[src/rtl/cmd_frame_parser.sv]
// ---------------------------------------------------------------------------
// cmd_frame_parser
//   Byte-level receiver for the USB-CDC command protocol. Finds frames of the
//   form AA 55 CMD LEN_H LEN_L PAYLOAD[LEN] CHK, validates length and
//   checksum, and streams the command and payload to the handlers.
//
// Ports:
//   clk, rst             system clock, async active-high reset
//   usb_data_in[7:0]     received byte
//   usb_data_valid_in    byte strobe (no backpressure)
//   cmd_type[7:0]        command code, updated with cmd_start
//   cmd_length[15:0]     payload length, updated with cmd_start
//   cmd_start            pulse: header and length accepted
//   payload_data[7:0]    payload byte
//   payload_valid        pulse per payload byte
//   payload_index[15:0]  index of payload_data
//   cmd_done             pulse: checksum good, frame committed
//   cmd_error            pulse: frame aborted
//   err_code[1:0]        abort reason: 01 checksum, 10 length, 11 timeout
// All outputs are registered, one cycle after the causing byte.
// ---------------------------------------------------------------------------
module cmd_frame_parser #(
    parameter int MAX_LEN        = 256,
    parameter int TIMEOUT_CYCLES = 50_000
) (
    input  logic        clk,
    input  logic        rst,
    input  logic [7:0]  usb_data_in,
    input  logic        usb_data_valid_in,
    output logic [7:0]  cmd_type,
    output logic [15:0] cmd_length,
    output logic        cmd_start,
    output logic [7:0]  payload_data,
    output logic        payload_valid,
    output logic [15:0] payload_index,
    output logic        cmd_done,
    output logic        cmd_error,
    output logic [1:0]  err_code
);

    localparam int          TW      = $clog2(TIMEOUT_CYCLES + 1);
    localparam logic [TW-1:0] TMO_MAX = TW'(TIMEOUT_CYCLES);
    localparam logic [15:0] MAX_LEN_W = 16'(MAX_LEN);

    typedef enum logic [2:0] {
        S_IDLE, S_HDR2, S_CMD, S_LEN_H, S_LEN_L, S_PAYLOAD, S_CHK
    } state_t;

    state_t        state, state_n;
    logic [7:0]    cmd_reg;
    logic [7:0]    len_h;
    logic [15:0]   len_reg;
    logic [15:0]   pay_cnt;
    logic [7:0]    chk;
    logic [TW-1:0] tmo_cnt;

    logic [15:0]   len_word;
    logic          timeout;
    logic          start_n, done_n, err_n, pay_vld_n;
    logic [1:0]    err_code_n;

    assign len_word = {len_h, usb_data_in};
    // A byte arriving on the same cycle as the timeout takes priority.
    assign timeout  = (state != S_IDLE) && !usb_data_valid_in && (tmo_cnt == TMO_MAX);

    always_ff @(posedge clk or posedge rst) begin
        if (rst) state <= S_IDLE;
        else     state <= state_n;
    end

    always_comb begin
        state_n    = state;
        start_n    = 1'b0;
        done_n     = 1'b0;
        err_n      = 1'b0;
        pay_vld_n  = 1'b0;
        err_code_n = err_code;
        if (usb_data_valid_in) begin
            case (state)
                S_IDLE:  if (usb_data_in == 8'hAA) state_n = S_HDR2;
                S_HDR2: begin
                    if (usb_data_in == 8'h55)      state_n = S_CMD;
                    else if (usb_data_in != 8'hAA) state_n = S_IDLE;
                end
                S_CMD:   state_n = S_LEN_H;
                S_LEN_H: state_n = S_LEN_L;
                S_LEN_L: begin
                    if (len_word > MAX_LEN_W) begin
                        err_n      = 1'b1;
                        err_code_n = 2'b10;
                        state_n    = S_IDLE;
                    end else begin
                        start_n = 1'b1;
                        state_n = (len_word == 16'd0) ? S_CHK : S_PAYLOAD;
                    end
                end
                S_PAYLOAD: begin
                    pay_vld_n = 1'b1;
                    if (pay_cnt == len_reg - 16'd1) state_n = S_CHK;
                end
                S_CHK: begin
                    if (usb_data_in == chk) begin
                        done_n = 1'b1;
                    end else begin
                        err_n      = 1'b1;
                        err_code_n = 2'b01;
                    end
                    state_n = S_IDLE;
                end
                default: state_n = S_IDLE;
            endcase
        end else if (timeout) begin
            err_n      = 1'b1;
            err_code_n = 2'b11;
            state_n    = S_IDLE;
        end
    end

    // Frame datapath: running checksum, length and payload position.
    always_ff @(posedge clk or posedge rst) begin
        if (rst) begin
            cmd_reg <= '0;
            len_h   <= '0;
            len_reg <= '0;
            pay_cnt <= '0;
            chk     <= '0;
        end else if (usb_data_valid_in) begin
            case (state)
                S_CMD: begin
                    cmd_reg <= usb_data_in;
                    chk     <= usb_data_in;
                end
                S_LEN_H: begin
                    len_h <= usb_data_in;
                    chk   <= chk + usb_data_in;
                end
                S_LEN_L: begin
                    len_reg <= len_word;
                    pay_cnt <= '0;
                    chk     <= chk + usb_data_in;
                end
                S_PAYLOAD: begin
                    pay_cnt <= pay_cnt + 16'd1;
                    chk     <= chk + usb_data_in;
                end
                default: ;
            endcase
        end
    end

    // Inter-byte idle counter; saturates so it cannot wrap past the limit.
    always_ff @(posedge clk or posedge rst) begin
        if (rst)                                       tmo_cnt <= '0;
        else if (usb_data_valid_in || state == S_IDLE) tmo_cnt <= '0;
        else if (tmo_cnt != TMO_MAX)                   tmo_cnt <= tmo_cnt + 1'b1;
    end

    // Registered outputs.
    always_ff @(posedge clk or posedge rst) begin
        if (rst) begin
            cmd_type      <= '0;
            cmd_length    <= '0;
            cmd_start     <= 1'b0;
            payload_data  <= '0;
            payload_valid <= 1'b0;
            payload_index <= '0;
            cmd_done      <= 1'b0;
            cmd_error     <= 1'b0;
            err_code      <= 2'b00;
        end else begin
            cmd_start     <= start_n;
            payload_valid <= pay_vld_n;
            cmd_done      <= done_n;
            cmd_error     <= err_n;
            err_code      <= err_code_n;
            if (start_n) begin
                cmd_type   <= cmd_reg;
                cmd_length <= len_word;
            end
            if (pay_vld_n) begin
                payload_data  <= usb_data_in;
                payload_index <= pay_cnt;
            end
        end
    end

endmodule

[config.mk]
export PLATFORM = sky130hd
export DESIGN_NAME = cmd_frame_parser
export DESIGN_NICKNAME = d
export VERILOG_FILES = /design/src/rtl/cmd_frame_parser.sv
export SDC_FILE = /design/constraint.sdc
export NUM_CORES = 1
export LEC_CHECK = 0
export BUFFER_PORTS_ARGS = -buffer_cell sky130_fd_sc_hd__buf_2
export CORE_ASPECT_RATIO = 0.7
export CORE_MARGIN = 10
export CORE_UTILIZATION = 59
export CTS_BUF_LIST = sky130_fd_sc_hd__clkbuf_8 sky130_fd_sc_hd__clkbuf_16
export DETAILED_ROUTE_END_ITERATION = 10
export GPL_TIMING_DRIVEN = 0
export PLACE_DENSITY = 0.8
export SLEW_MARGIN = 40
export SYNTH_ARGS = -nofsm -noshare
export SYNTH_HDL_FRONTEND = slang
export SYNTH_SLANG_ARGS = --single-unit
export TNS_END_PERCENT = 30
[constraint.sdc]
create_clock -name clk -period 4.4 [get_ports clk]
set_input_delay 0 -clock clk [delete_from_list [all_inputs] [get_ports clk]]
set_output_delay 0 -clock clk [all_outputs]
set_load 0.01 [all_outputs]
==> run summary <==
Gr usage total: 22.8%
Worst R2R Path Depth: 9
Worst Setup End Kind: register
EDFF count, synth: 0
Commonest non-fill, non-tap cells in the layout: nand2_1, dfrtp_1, buf_2, o21ai_1, nor2_1
Register Area: 3230 sq um
N_diodes: 0
Routed WL: 16900 um
CTS tree: yes
Share of layout cells above drive strength 1: 14.8%
Sequential area share after synthesis: 50.5%
Avg WL per Cell: 18.1 um
Placed Cells: 892
Worst min-delay path endpoint: len_reg[7]$_DFFE_PP0P_
Antenna violations before repair: 0
Main synth FF type: dfrtp_1
Pleak: 3.84 nW
Peak VDD IR: 299 uV
Final Power: 3.60 mW
Initial Util: 61.0%
Crit Reg-Reg Startpoint: len_reg[0]$_DFFE_PP0P_
Post-synth ARST share: 100%
Most common cell after layout, fill and taps aside: nand2_1
# hold bufs at CTS: 8
Overflow after GRT: 0
WS Path Type: register to register
Multi-input gate area: 2950 sq um
First-pass GRT wire length: 27900 um
DR DRC count: 0
HPWL after DPL: 11500 um
CTS clk-pin slew, worst paths: 0.06 ns
Drt first pass iters: 5
Post-CTS setup buffers: 0
Fin. Hold Viols: 0
Post-route ant nets: 0
Total Die Area: 15500 sq um
Max Cap Viol: 0
Non-Filler Instances: 932
R2R Setup Slk: 1.56 ns
Placer Congestion: 0.882
Worst hold slack: 0.0507 ns
Clk sink count: 129
Final setup skew: 0.00584 ns
WP data required: 4.70 ns
Slew @ Worst Pin: 0.736 ns
Post-Syn Instances: 696
DRC marker count from the first detailed-route iteration: 555
Vias in the first global route: 5535
Switching part of the total: 30.8%
#FFs+latches synth: 129
RSZ-0062 raised after global routing: false
Crit path launch type: register
Mapped Area: 6390 sq um
Critical hold path startpoint: usb_data_in[7]
Status: finished, final reports clean
Core area: 10500 sq um
Post-layout nets: 810
Post-CTS Resized: 0
IO Pins: 65
Area of placed instances: 6900 sq um
Post-synth cell types: 60
Largest net degree at the start of global routing: 81
Buffers added on ports: 63
Mean Syn Cell Area: 9.18 sq um
Die Height: 107 um
Combinational share of power: 21.1%
Num CTS Buffers: 17
Syn_nets: 719
Maximum buffer depth of the clock tree: 2
Final Slew Violations: 0
Clk pwr share: 39.2%
Avg Vias per Cell: 5.94
Vias: 5533
Row count: 31
Cell Int Power: 2.49 mW
Fin crit period: 2.84 ns
Final instance area: 7580 sq um
Setup violations, final: 0
Hold Path Class: primary input to register
Root Buffer: clkbuf_16
Fill cells: 755
Max H-tree Level: 4
Yosys warnings: 0
Hold path cells: 3
Clk_lat worst skew: 0.42 ns
CP max FO: 5
Rel. slew slack: 50.6%
Final period utilization: 64.6%
Power Density: 475 nW/um^2
Die width: 144 um
P_sw: 1.11 mW
FMAX: 352 MHz
Worst r2r dst: state[1]$_DFFE_PP0P_
Worst EP arrival: 3.14 ns
Layout overhead on the synthesized area: 18.7%
Sequential share of power: 39.8%
==> worst max-delay path by stage <==
stage | from | endpoint | slack (ns) | depth (start not counted)
after global routing | len_reg[3]$_DFFE_PP0P_ | state[1]$_DFFE_PP0P_ | 1.45 | 9
final | len_reg[0]$_DFFE_PP0P_ | state[1]$_DFFE_PP0P_ | 1.56 | 9
after CTS | len_reg[0]$_DFFE_PP0P_ | state[1]$_DFFE_PP0P_ | 1.60 | 9
after global placement | rst | chk[4]$_DFFE_PP0P_ | -0.30 | 2
after detailed placement | len_reg[0]$_DFFE_PP0P_ | state[1]$_DFFE_PP0P_ | 1.63 | 9
after floorplan | rst | chk[0]$_DFFE_PP0P_ | 0.96 | 1
==> metal layers <==
layer,part of all wire [%],wire length [um],vias up,global-route usage (%)
li1,-,-,2563,-
met1,43,7290,2691,30.3
met2,46,7710,241,34.5
met3,9.1,1540,38,6.79
met4,2.1,348,0,8.20
met5,0,0,-,0
==> cells in the mapped netlist (3+ instances only) <==
cell | instances | area [sq um]
and2_1 | 10 | 62.6
o31ai_1 | 9 | 67.6
inv_1 | 18 | 67.6
o211ai_1 | 3 | 22.5
nand2b_1 | 6 | 37.5
and3_1 | 6 | 37.5
a22oi_1 | 4 | 30.0
buf_2 | 6 | 30.0
or4_1 | 3 | 22.5
nor2_1 | 31 | 116
nor2b_1 | 8 | 50.1
o21bai_1 | 3 | 22.5
or3_1 | 5 | 31.3
nand3_1 | 16 | 80.1
nand4_1 | 10 | 62.6
dfrtp_1 | 129 | 3230
a21oi_1 | 22 | 110
nor3_1 | 8 | 40.0
a21o_1 | 6 | 45.0
o41ai_1 | 3 | 26.3
clkbuf_1 | 21 | 78.8
nand2_1 | 206 | 773
xnor2_1 | 18 | 158
o21ai_0 | 12 | 60.1
mux2i_1 | 9 | 90.1
o21ai_1 | 33 | 165
xor2_1 | 18 | 158
nor4_1 | 9 | 56.3
mux2_1 | 14 | 158
ha_1 | 11 | 138
==> worst max-delay path, stage by stage (launching register included) <==
cell and delay [ns]:
dfrtp_1 0.44, inv_1 0.11, ha_1 0.24, or4b_2 0.68, o31a_1 0.30, o21ai_1 0.14, o31ai_1 0.09, a32o_1 0.24
a31o_1 0.24, a32o_1 0.25
==> power groups by stage <==
stage / sequential, mW / clock [mW] / combinational [mW]
final: 1.43 / 1.41 / 0.758
after floorplan: 1.43 / 0 / 0.514
after CTS: 1.43 / 1.42 / 0.750
after global placement: 1.44 / 0 / 0.687
after detailed placement: 1.44 / 0 / 0.727
after global routing: 1.45 / 1.49 / 0.838
==> per-stage QoR <==
stage / setup slack [ns] / setup TNS [ns] / util [%]
floorplan: 0.959 / 0 / -
global placement: -0.305 / -38.34 / 65.6
detailed placement: 1.63 / 0 / 65.9
CTS: 1.60 / 0 / 72.4
global route: 1.45 / 0 / 72.4
finish: 1.56 / 0 / 72.4
==> cell type report <==
cell class                 count  area share, %
multi-input combinational    516           38.9
tap                          132           2.18
inverter                      20           1.09
sequential                   129           42.6
clock buffer                  20           6.15
timing repair buffer          72           5.58
buffer                        31           1.83
clock inverter                12           1.75
==> kinds of logic (layout without fill, tap and decap cells) <==
| logic type | count (synthesis) | count (layout) | share of synthesized area (%) |
|---|---|---|---|
| AO/OA/AOI/OAI | 110 | 110 | 10.9 |
| XOR/XNOR | 36 | 36 | 4.94 |
| adder cells (fa/ha/maj) | 12 | 12 | 2.47 |
| buffers and inverters | 51 | 155 | 3.35 |
| flip-flops | 129 | 129 | 50.5 |
| multiplexers | 23 | 23 | 3.88 |
| AND/OR/NAND/NOR | 335 | 335 | 23.9 |
No activity file was read; power rests on OpenSTA's default activity.
